### config.mk
export PLATFORM = sky130hd
export DESIGN_NAME = plru_array
export DESIGN_NICKNAME = d
export VERILOG_FILES = /design/src/rtl/cache_types_pkg.sv /design/src/rtl/plru_tree.sv /design/src/rtl/plru_array.sv
export SDC_FILE = /design/constraint.sdc
export NUM_CORES = 1
export LEC_CHECK = 0
export ABC_AREA = 1
export CAP_MARGIN = 30
export CORE_ASPECT_RATIO = 1.1
export CORE_MARGIN = 4
export CORE_UTILIZATION = 40
export DETAILED_ROUTE_END_ITERATION = 8
export SLEW_MARGIN = 0
export SYNTH_ARGS = -nofsm -noshare
export SYNTH_HDL_FRONTEND = slang
export SYNTH_SLANG_ARGS = --single-unit
### constraint.sdc
create_clock -name clk -period 3.4 [get_ports clk]
set_input_delay 0.68 -clock clk [delete_from_list [all_inputs] [get_ports clk]]
set_output_delay 0.68 -clock clk [all_outputs]
set_load 0.01 [all_outputs]
### src/rtl/cache_types_pkg.sv
// Shared cache-control types: PLRU state-vector typedef and the PLRU flush FSM states.
package cache_types_pkg;

    // Default cache geometry. plru_bits_t is the per-set tree vector at that geometry.
    localparam int PLRU_WAYS = 8;
    typedef logic [PLRU_WAYS-2:0] plru_bits_t;

    typedef enum logic {
        PLRU_IDLE  = 1'b0,
        PLRU_FLUSH = 1'b1
    } plru_state_t;

endpackage

### src/rtl/plru_tree.sv
// Combinational tree-PLRU helper: next-bits for a touched way, and the victim walk of the input bits.
module plru_tree #(
    parameter int WAYS  = 8,
    parameter int W_IDX = $clog2(WAYS)
) (
    input  logic [WAYS-2:0]  bits_in,
    input  logic [W_IDX-1:0] upd_way,
    output logic [WAYS-2:0]  bits_next,
    output logic [W_IDX-1:0] victim
);

    logic [W_IDX:0] upd_node;
    logic [W_IDX:0] walk_node;

    // Heap order: node n has children 2n+1 (lower ways) and 2n+2 (upper ways).
    always_comb begin
        bits_next = bits_in;
        upd_node  = '0;
        for (int d = 0; d < W_IDX; d++) begin
            bits_next[upd_node[W_IDX-1:0]] = ~upd_way[W_IDX-1-d];
            upd_node = {upd_node[W_IDX-1:0], 1'b0}
                     + (W_IDX+1)'(upd_way[W_IDX-1-d])
                     + (W_IDX+1)'(1);
        end
    end

    always_comb begin
        victim    = '0;
        walk_node = '0;
        for (int d = 0; d < W_IDX; d++) begin
            victim[W_IDX-1-d] = bits_in[walk_node[W_IDX-1:0]];
            walk_node = {walk_node[W_IDX-1:0], 1'b0}
                      + (W_IDX+1)'(victim[W_IDX-1-d])
                      + (W_IDX+1)'(1);
        end
    end

endmodule

### src/rtl/plru_array.sv
// Per-set tree pseudo-LRU store with registered victim lookup and sequenced flush.
// Optional PLRU_BYPASS_EN: same-set access/lookup collisions walk the post-update bits.
module plru_array
    import cache_types_pkg::*;
#(
    parameter int WAYS  = 8,
    parameter int SETS  = 16,
    parameter int W_IDX = $clog2(WAYS),
    parameter int S_IDX = $clog2(SETS)
) (
    input  logic             clk,
    input  logic             rst_n,
    input  logic             acc_valid,
    input  logic [S_IDX-1:0] acc_set,
    input  logic [W_IDX-1:0] acc_way,
    input  logic             vict_req,
    input  logic [S_IDX-1:0] vict_set,
    output logic             vict_valid,
    output logic [W_IDX-1:0] vict_way,
    input  logic             flush_req,
    output logic             flush_busy
);

    logic [WAYS-2:0]  plru_mem [SETS];
    logic [WAYS-2:0]  upd_next;
    logic [WAYS-2:0]  walk_bits;
    logic [W_IDX-1:0] walk_way;
    logic [W_IDX-1:0] upd_victim_unused;
    logic [WAYS-2:0]  walk_next_unused;

    plru_state_t      state_q, state_d;
    logic [S_IDX-1:0] flush_cnt_q, flush_cnt_d;
    logic             acc_en, vict_en;

    // A flush request wins over accesses and lookups in the same idle cycle.
    assign acc_en     = (state_q == PLRU_IDLE) && acc_valid && !flush_req;
    assign vict_en    = (state_q == PLRU_IDLE) && vict_req && !flush_req;
    assign flush_busy = (state_q == PLRU_FLUSH);

    plru_tree #(.WAYS(WAYS), .W_IDX(W_IDX)) u_tree_upd (
        .bits_in   (plru_mem[acc_set]),
        .upd_way   (acc_way),
        .bits_next (upd_next),
        .victim    (upd_victim_unused)
    );

`ifdef PLRU_BYPASS_EN
    assign walk_bits = (acc_en && (acc_set == vict_set)) ? upd_next : plru_mem[vict_set];
`else
    assign walk_bits = plru_mem[vict_set];
`endif

    plru_tree #(.WAYS(WAYS), .W_IDX(W_IDX)) u_tree_walk (
        .bits_in   (walk_bits),
        .upd_way   (acc_way),
        .bits_next (walk_next_unused),
        .victim    (walk_way)
    );

    always_ff @(posedge clk or negedge rst_n) begin
        if (!rst_n) begin
            state_q     <= PLRU_IDLE;
            flush_cnt_q <= '0;
        end else begin
            state_q     <= state_d;
            flush_cnt_q <= flush_cnt_d;
        end
    end

    always_comb begin
        state_d     = state_q;
        flush_cnt_d = flush_cnt_q;
        case (state_q)
            PLRU_IDLE: begin
                if (flush_req) begin
                    state_d     = PLRU_FLUSH;
                    flush_cnt_d = '0;
                end
            end
            PLRU_FLUSH: begin
                flush_cnt_d = flush_cnt_q + 1'b1;
                if (flush_cnt_q == S_IDX'(SETS-1)) begin
                    state_d     = PLRU_IDLE;
                    flush_cnt_d = '0;
                end
            end
            default: state_d = PLRU_IDLE;
        endcase
    end

    always_ff @(posedge clk or negedge rst_n) begin
        if (!rst_n) begin
            for (int s = 0; s < SETS; s++) plru_mem[s] <= '0;
        end else if (state_q == PLRU_FLUSH) begin
            plru_mem[flush_cnt_q] <= '0;
        end else if (acc_en) begin
            plru_mem[acc_set] <= upd_next;
        end
    end

    always_ff @(posedge clk or negedge rst_n) begin
        if (!rst_n) begin
            vict_valid <= 1'b0;
            vict_way   <= '0;
        end else begin
            vict_valid <= vict_en;
            if (vict_en) vict_way <= walk_way;
        end
    end

endmodule

==> results by group, run 1 <==
Worst setup path
  • R2R Setup Slk: 1160 ps
  • Setup crit end: vict_way[0]
  • Critical Path AT: ~3100 ps
  • Reg2reg end: vict_way[0]
  • Worst reg2reg path depth: 18
  • CP startpoint kind: input pin
  • CP startpoint: vict_set[1]
  • Critical path class: in2reg
  • CP Data Required Time: 3770 ps
  • Worst Path Max Fanout: 23
  • CP Capture Type: flip-flop
  • Reg2reg start: plru_mem[7]

STA
  • Final hold violation count: 0
  • Final slew viol count: 0
  • Setup TNS: 0 ps
  • Worst slew margin: 33.1%
  • Worst slew pin tran: 1000 ps
  • Final Setup Violations: 0
  • Setup ws final: roughly 660 ps
  • Final Skew: 12.0 ps
  • Highest clock rate: 366 MHz
  • Final worst path period need: 2740 ps
  • RSZ-0062 raised after global routing: no
  • Tcrit/Tclk final: 80.4%

Worst hold path
  • Worst hold path type: in2async

Yosys
  • Seq/Total Area, Yosys: a little over two fifths
  • Post-Syn Nets: 1019
  • Avg Synthesized Cell Area: 7.19 µm²
  • Cell Area, Synth: a little over 7000 µm²
  • Yosys Warn Count: 0
  • Synth Instances: between 900 and 1000
  • Flops & latches, synth: 121
  • Netlist cell types: 34

CTS
  • Clock sink total: between 100 and 150
  • Root Driver: clkbuf_16
  • Post-cts repair resize count: 0
  • TritonCTS buffer count: 17
  • Number of hold buffers added after CTS: 0
  • Clock tree buffer depth: 2
  • Post-CTS Setup Repair Bufs: 0
  • H-tree depth: 4
  • Clock latency on the worst-skew pair: 430 ps
  • CTS tree: done
  • Clk pin slew, worst setup/hold paths: 60 ps

Placed design
  • RePlAce Congestion: 1.03
  • Setup WS pre-CTS: 244 ps
  • Post-Place Cell Area: 7780 µm²
  • Hpwl dp: between 15 and 20 mm
  • IO buf count: 20
  • Post-Place Cells: 1255

Route
  • First drt pass iteration count: 6
  • Via count: 7254
  • DRC: 0
  • Drt initial violations: between 1000 and 1500
  • Vias per cell: 5.64
  • DRT antenna net count: 0
  • WL/cell: 20.3 µm
  • Drt total wl: 26.0 mm

Floorplanning
  • Full die area: around 20000 µm²
  • Die Width: ~140 µm
  • Std-Cell Rows: 50
  • # IOs: 21
  • Starting Density: 41.4%
  • Core area: approximately 17000 µm²
  • Die H: 148 µm

Global route
  • Largest net degree at the start of global routing: 68
  • Initial antenna violation count: 0
  • Vias in the first global route: between 6000 and 7000
  • Overflow after GRT: 0
  • GRT Overall Usage: ~27%
  • First-pass GRT wire length: ~41 mm

Power
  • Internal power: between 0.003 and 0.004 W
  • LEAKAGE: about 4 nW
  • Switching Share: 35.5%
  • Psw: 0.00189 W
  • Sequential share of power: 33.4%
  • Power density over the cells: roughly 630 nW/µm²
  • Comb pwr share: just over 30%
  • Maximum VDD drop: 0.432 mV
  • Clock power share: 35.8%

Finish
  • Nets@finish: 1067
  • Non-filler cells, final: 1286
  • Most common cell after layout, fill and taps aside: nand2_1
  • Layout cells sized above 1: 9.70%
  • Finished Cell Area: 8400 µm²
  • Area delta synth->final: 17.6%
  • Fin util: 48.6%
  • # fillers: 1778
  • Diode count: 0
  • Most frequent cells in the layout: nand2_1 (255), inv_1 (152), dfrtp_1 (121), nand3_1 (92), o21ai_0 (77)

Flow run
  • Max Cap Viol: 0

Run status
  • Status: completed
cell families (layout without fill, tap and decap cells):
kind of cell	count (synthesis)	count (layout)	share of synthesized area [%]
adders and majority gates	10	10	1.75
xor gates and xnor gates	1	1	0.123
DFF	121	121	42.4
AOI/OAI and AO/OA	238	238	19.3
buffers and inverters	199	258	11.9
and+or+nand+nor	424	424	24.6
metrics by stage:
| stage | power (W) | hold WS [ps] |
|---|---|---|
| floorplan | 0.00275 | 384 |
| global placement | 0.00339 | 465 |
| detailed placement | 0.00339 | 466 |
| CTS | 0.00531 | 193 |
| global route | 0.00560 | 207 |
| finish | 0.00532 | 193 |
power by group through the flow:
stage	clock network (W)	registers (W)	logic (W)
3_3_place_gp	0	0.00179	0.00160
4_1_cts	0.00193	0.00177	0.00161
5_1_grt	0.00200	0.00180	0.00180
3_5_place_dp	0	0.00179	0.00160
2_1_floorplan	0	0.00178	0.000973
6_report	0.00191	0.00178	0.00164
worst min-delay path by stage:
stage                  from             to  slack [ps]  cells after the start
2_1_floorplan         rst_n     flush_busy         380                      0
3_3_place_gp   plru_mem[36]   plru_mem[36]         470                      2
3_5_place_dp   plru_mem[36]   plru_mem[36]         470                      2
4_1_cts               rst_n   plru_mem[59]         190                      1
5_1_grt               rst_n  plru_mem[109]         210                      1
6_report              rst_n   plru_mem[68]         190                      1
synth_stat cells, drive strengths merged:
cell type  instances  area share, %
a221oi             4           0.49
inv              157            8.3
nor3               2           0.21
o211ai             2           0.21
a31oi             15            1.3
and3               1          0.088
nand4              1          0.088
o21ai             96            6.8
or2                6           0.53
o21a               1           0.11
nor2              61            3.3
xor2               1           0.12
nand2            261             14
dfrtp            121             42
clkbuf            14           0.74
nand3             92            6.4
o32ai              1           0.12
ha                10            1.8
o22ai             53            4.7
buf               28            2.9
a22oi             23            2.5
a21oi             43            3.0
flip-flops by register name, summed over array words and instances (netlist names):
signal / cells
flush_busy: 1
flush_cnt_q: 4
plru_mem: 112
vict_valid: 1
vict_way: 3
worst max-delay path, stage by stage:
cell and delay, ps:
clkdlybuf4s50_1 500, buf_4 320, nand3_1 190, nand3_1 110, nand3_1 80, nand2_1 130
inv_1 110, nand2_1 110, nand2_1 70, inv_1 70, ha_1 250, inv_1 80
nand2_1 50, nor2_1 100, a21oi_1 70, nand2_1 60, nand3_1 60, nand2_1 50
metal layers:
layer  routed length, µm  vias up  GRT usage (%)
li1                    -     3354              -
met1               11100     3411           38.8
met2               11600      442           39.6
met3                2650       47           6.33
met4                 631        0           8.97
met5                   0        -              0
final cells by class:
cell class / count / area [µm²] / share of cell area (%)
Clock buffer: 21 / 460 / 5.48
Timing Repair Buffer: 71 / 613 / 7.30
Multi-Input combinational cell: 673 / 3270 / 38.9
Sequential cell: 121 / 3030 / 36.1
Tap cell: 234 / 293 / 3.49
Clock inverter: 9 / 148 / 1.76
Inverter: 157 / 589 / 7.02
No activity file was read; power rests on OpenSTA's default activity.
==> inputs of run 2 (changes only) <==
clock period = 2.8 ns   (was 3.4 ns; I/O delays follow)
==> run 2 against run 1 <==
  * Critical path depth grew 1
  * Clock skew shrank 6.7 ps
  * Worst setup slack lost 440 ps
  * Register-to-register slack lost 530 ps
  * Flip-flop and latch count is the same
  * Clock power grew 13%
  * Via count grew 1.2%
  * Global-route usage grew 0.27 points
  * Critical path type unchanged
  * Highest routed layer unchanged
==> results by group, run 2 (synthesis gave the netlist of run 1 again) <==
CTS
  • Post-CTS Setup Repair Bufs: 0 (unchanged)
  • Number of hold buffers added after CTS: 0 (unchanged)
  • Clock tree buffer depth: 2 (unchanged)
  • CTS tree: done
  • TritonCTS buffer count: 17 (unchanged)
  • Clock sink total: 121 (unchanged)
  • Clk pin slew, worst setup/hold paths: 50 ps (about the same)
  • H-tree depth: 4 (unchanged)
  • Clock latency on the worst-skew pair: 420 ps (about the same)
  • Root Driver: clkbuf_16

Worst setup path
  • R2R Setup Slk: 630 ps (-530 ps)
  • Reg2reg end: vict_way[0]
  • CP Capture Type: flip-flop
  • Critical path class: in2reg
  • Worst reg2reg path depth: 18 (unchanged)
  • CP startpoint kind: input pin
  • Worst Path Max Fanout: 15 (-35%)
  • Critical Path AT: 2890 ps (-210 ps)
  • CP Data Required Time: 3110 ps (-660 ps)
  • CP startpoint: vict_set[1]
  • Reg2reg start: plru_mem[14]

Route
  • Drt initial violations: 963 (-14%)
  • WL/cell: 20.0 µm (-1.3%)
  • Drt total wl: 26.5 mm (+1.7%)
  • Via count: 7340 (+1.2%)
  • DRC: 0 (unchanged)
  • Vias per cell: 5.54 (-1.8%)
  • First drt pass iteration count: 7 (+1)
  • DRT antenna net count: 0 (unchanged)

STA
  • Highest clock rate: 388 MHz
  • Final hold violation count: 0 (unchanged)
  • Final worst path period need: between 2000 and 3000 ps
  • Final Setup Violations: 0 (unchanged)
  • Final Skew: 5.33 ps (-6.68 ps)
  • Final slew viol count: 0 (unchanged)
  • RSZ-0062 raised after global routing: no
  • Worst slew margin: 48.9% (+16 points)
  • Tcrit/Tclk final: 92.0%
  • Worst slew pin tran: 758 ps (-245 ps)
  • Setup ws final: 223 ps (-441 ps)

Global route
  • Overflow after GRT: 0 (unchanged)
  • Initial antenna violation count: 0 (unchanged)
  • Largest net degree at the start of global routing: 58 (-15%)
  • First-pass GRT wire length: 41.0 mm (+0.22%)
  • Vias in the first global route: 6992 (+1.1%)
  • GRT Overall Usage: 27.1% (+0.27 points)

Finish
  • Non-filler cells, final: 1325 (+3.0%)
  • Max reg flops: 112 (unchanged)
  • Most frequent cells in the layout: nand2_1 (255), inv_1 (151), dfrtp_1 (121), nand3_1 (92), buf_4 (78)
  • Top reg by flops: plru_mem
  • Layout cells sized above 1: 13.0% (+3.3 points)
  • Nets@finish: 1105 (+3.6%)
  • Area delta synth->final: 22.5%
  • Most common cell after layout, fill and taps aside: nand2_1
  • Largest regs: plru_mem (112), flush_cnt_q (4), vict_way (3)
  • Diode count: 0 (unchanged)

Placed design
  • IO buf count: 20 (unchanged)
  • Setup WS pre-CTS: -197 ps (-441 ps)
  • Post-Place Cells: 1294 (+3.1%)
  • RePlAce Congestion: 0.977 (-5.4%)
  • Hpwl dp: 19.7 mm (+4.6%)

Floorplanning
  • Std-Cell Rows: 50 (unchanged)
  • Core area: 17300 µm² (unchanged)
  • # IOs: 21 (unchanged)
  • Full die area: 20100 µm² (unchanged)
  • Starting Density: 41.4% (unchanged)
  • Die H: 148 µm (unchanged)
  • Die Width: 135 µm (unchanged)

Power
  • Tot Pwr: 0.00641 W (+20%)
  • Power density over the cells: 733 nW/µm² (+16%)
  • LEAKAGE: 4.17 nW (+5.3%)
  • Maximum VDD drop: 0.448 mV (+3.8%)

Flow run
  • Max Cap Viol: 0 (unchanged)

Run status
  • Status: completed

Worst hold path
  • Worst hold path type: in2async
==> run 2: cell types whose count changed in the layout (fill, tap and decap cells not counted), moves of 2 or more <==
cell       delta
buf_12        +8
buf_4        +30
bufinv_16     -2
clkinv_2      +2
==> run 2: area by class of cell <==
class	count	area [µm²]
Clock buffer	22	474
Clock inverter	9	97.6
Fill cell	1766	8520
Timing Repair Buffer	109	1000
Inverter	157	589
Multi-Input combinational cell	673	3270
Sequential cell	121	3030
Tap cell	234	293
==> run 2: worst max path at each step <==
| stage | to | slack [ps] | cells after the start |
|---|---|---|---|
| 2_1_floorplan | vict_way[0] | 380 | 20 |
| 3_3_place_gp | vict_way[0] | -220 | 17 |
| 3_5_place_dp | vict_way[0] | -200 | 17 |
| 4_1_cts | vict_way[0] | 230 | 19 |
| 5_1_grt | vict_way[0] | 30 | 19 |
| 6_report | vict_way[0] | 220 | 19 |
==> run 2: what timing repair did <==
item | in CTS | in global routing
resized for setup | 0 | 2
setup endpoints to repair | 0 | 1
endpoints found under the hold margin | 0 | 0
==> run 2: where the power goes <==
group / total (W) / switching (W) / internal [W] / leakage [nW]
clock network: 0.00215 / 0.000790 / 0.00136 / 0.285
logic: 0.00209 / 0.00135 / 0.000738 / 2.22
registers: 0.00217 / 0.000154 / 0.00201 / 1.67
==> run 2: per-stage QoR <==
stage          hold WS, ps  utilization (%)  TNS, ps  instance area, µm²
3_3_place_gp           465             47.3    -2510                8170
6_report              63.3             50.7        0                8750
4_1_cts               71.2             50.7        0                8750
3_5_place_dp           465             47.3    -3290                8170
2_1_floorplan          264                -        0                7140
5_1_grt               86.0             50.7        0                8750
==> run 2: critical path, stage by stage <==
cell,delay (ps)
clkdlybuf4s50_1,520
inv_1,100
buf_12,160
nand3_1,80
nand3_1,130
nand3_1,130
nand2_1,110
inv_2,110
nand2_1,70
nand2_1,80
inv_1,60
ha_1,310
inv_1,60
nand2_1,60
nor2_1,40
a21oi_1,130
nand2_1,60
nand3_1,60
nand2_1,40
==> run 2: per-layer routing <==
| layer | vias up | global-route usage (%) | wire length (µm) |
|---|---|---|---|
| met5 | - | 0 | 0 |
| met4 | 0 | 11.9 | 990 |
| met3 | 71 | 5.31 | 2350 |
| met2 | 414 | 40.2 | 11700 |
| met1 | 3419 | 38.5 | 11400 |
| li1 | 3436 | - | - |
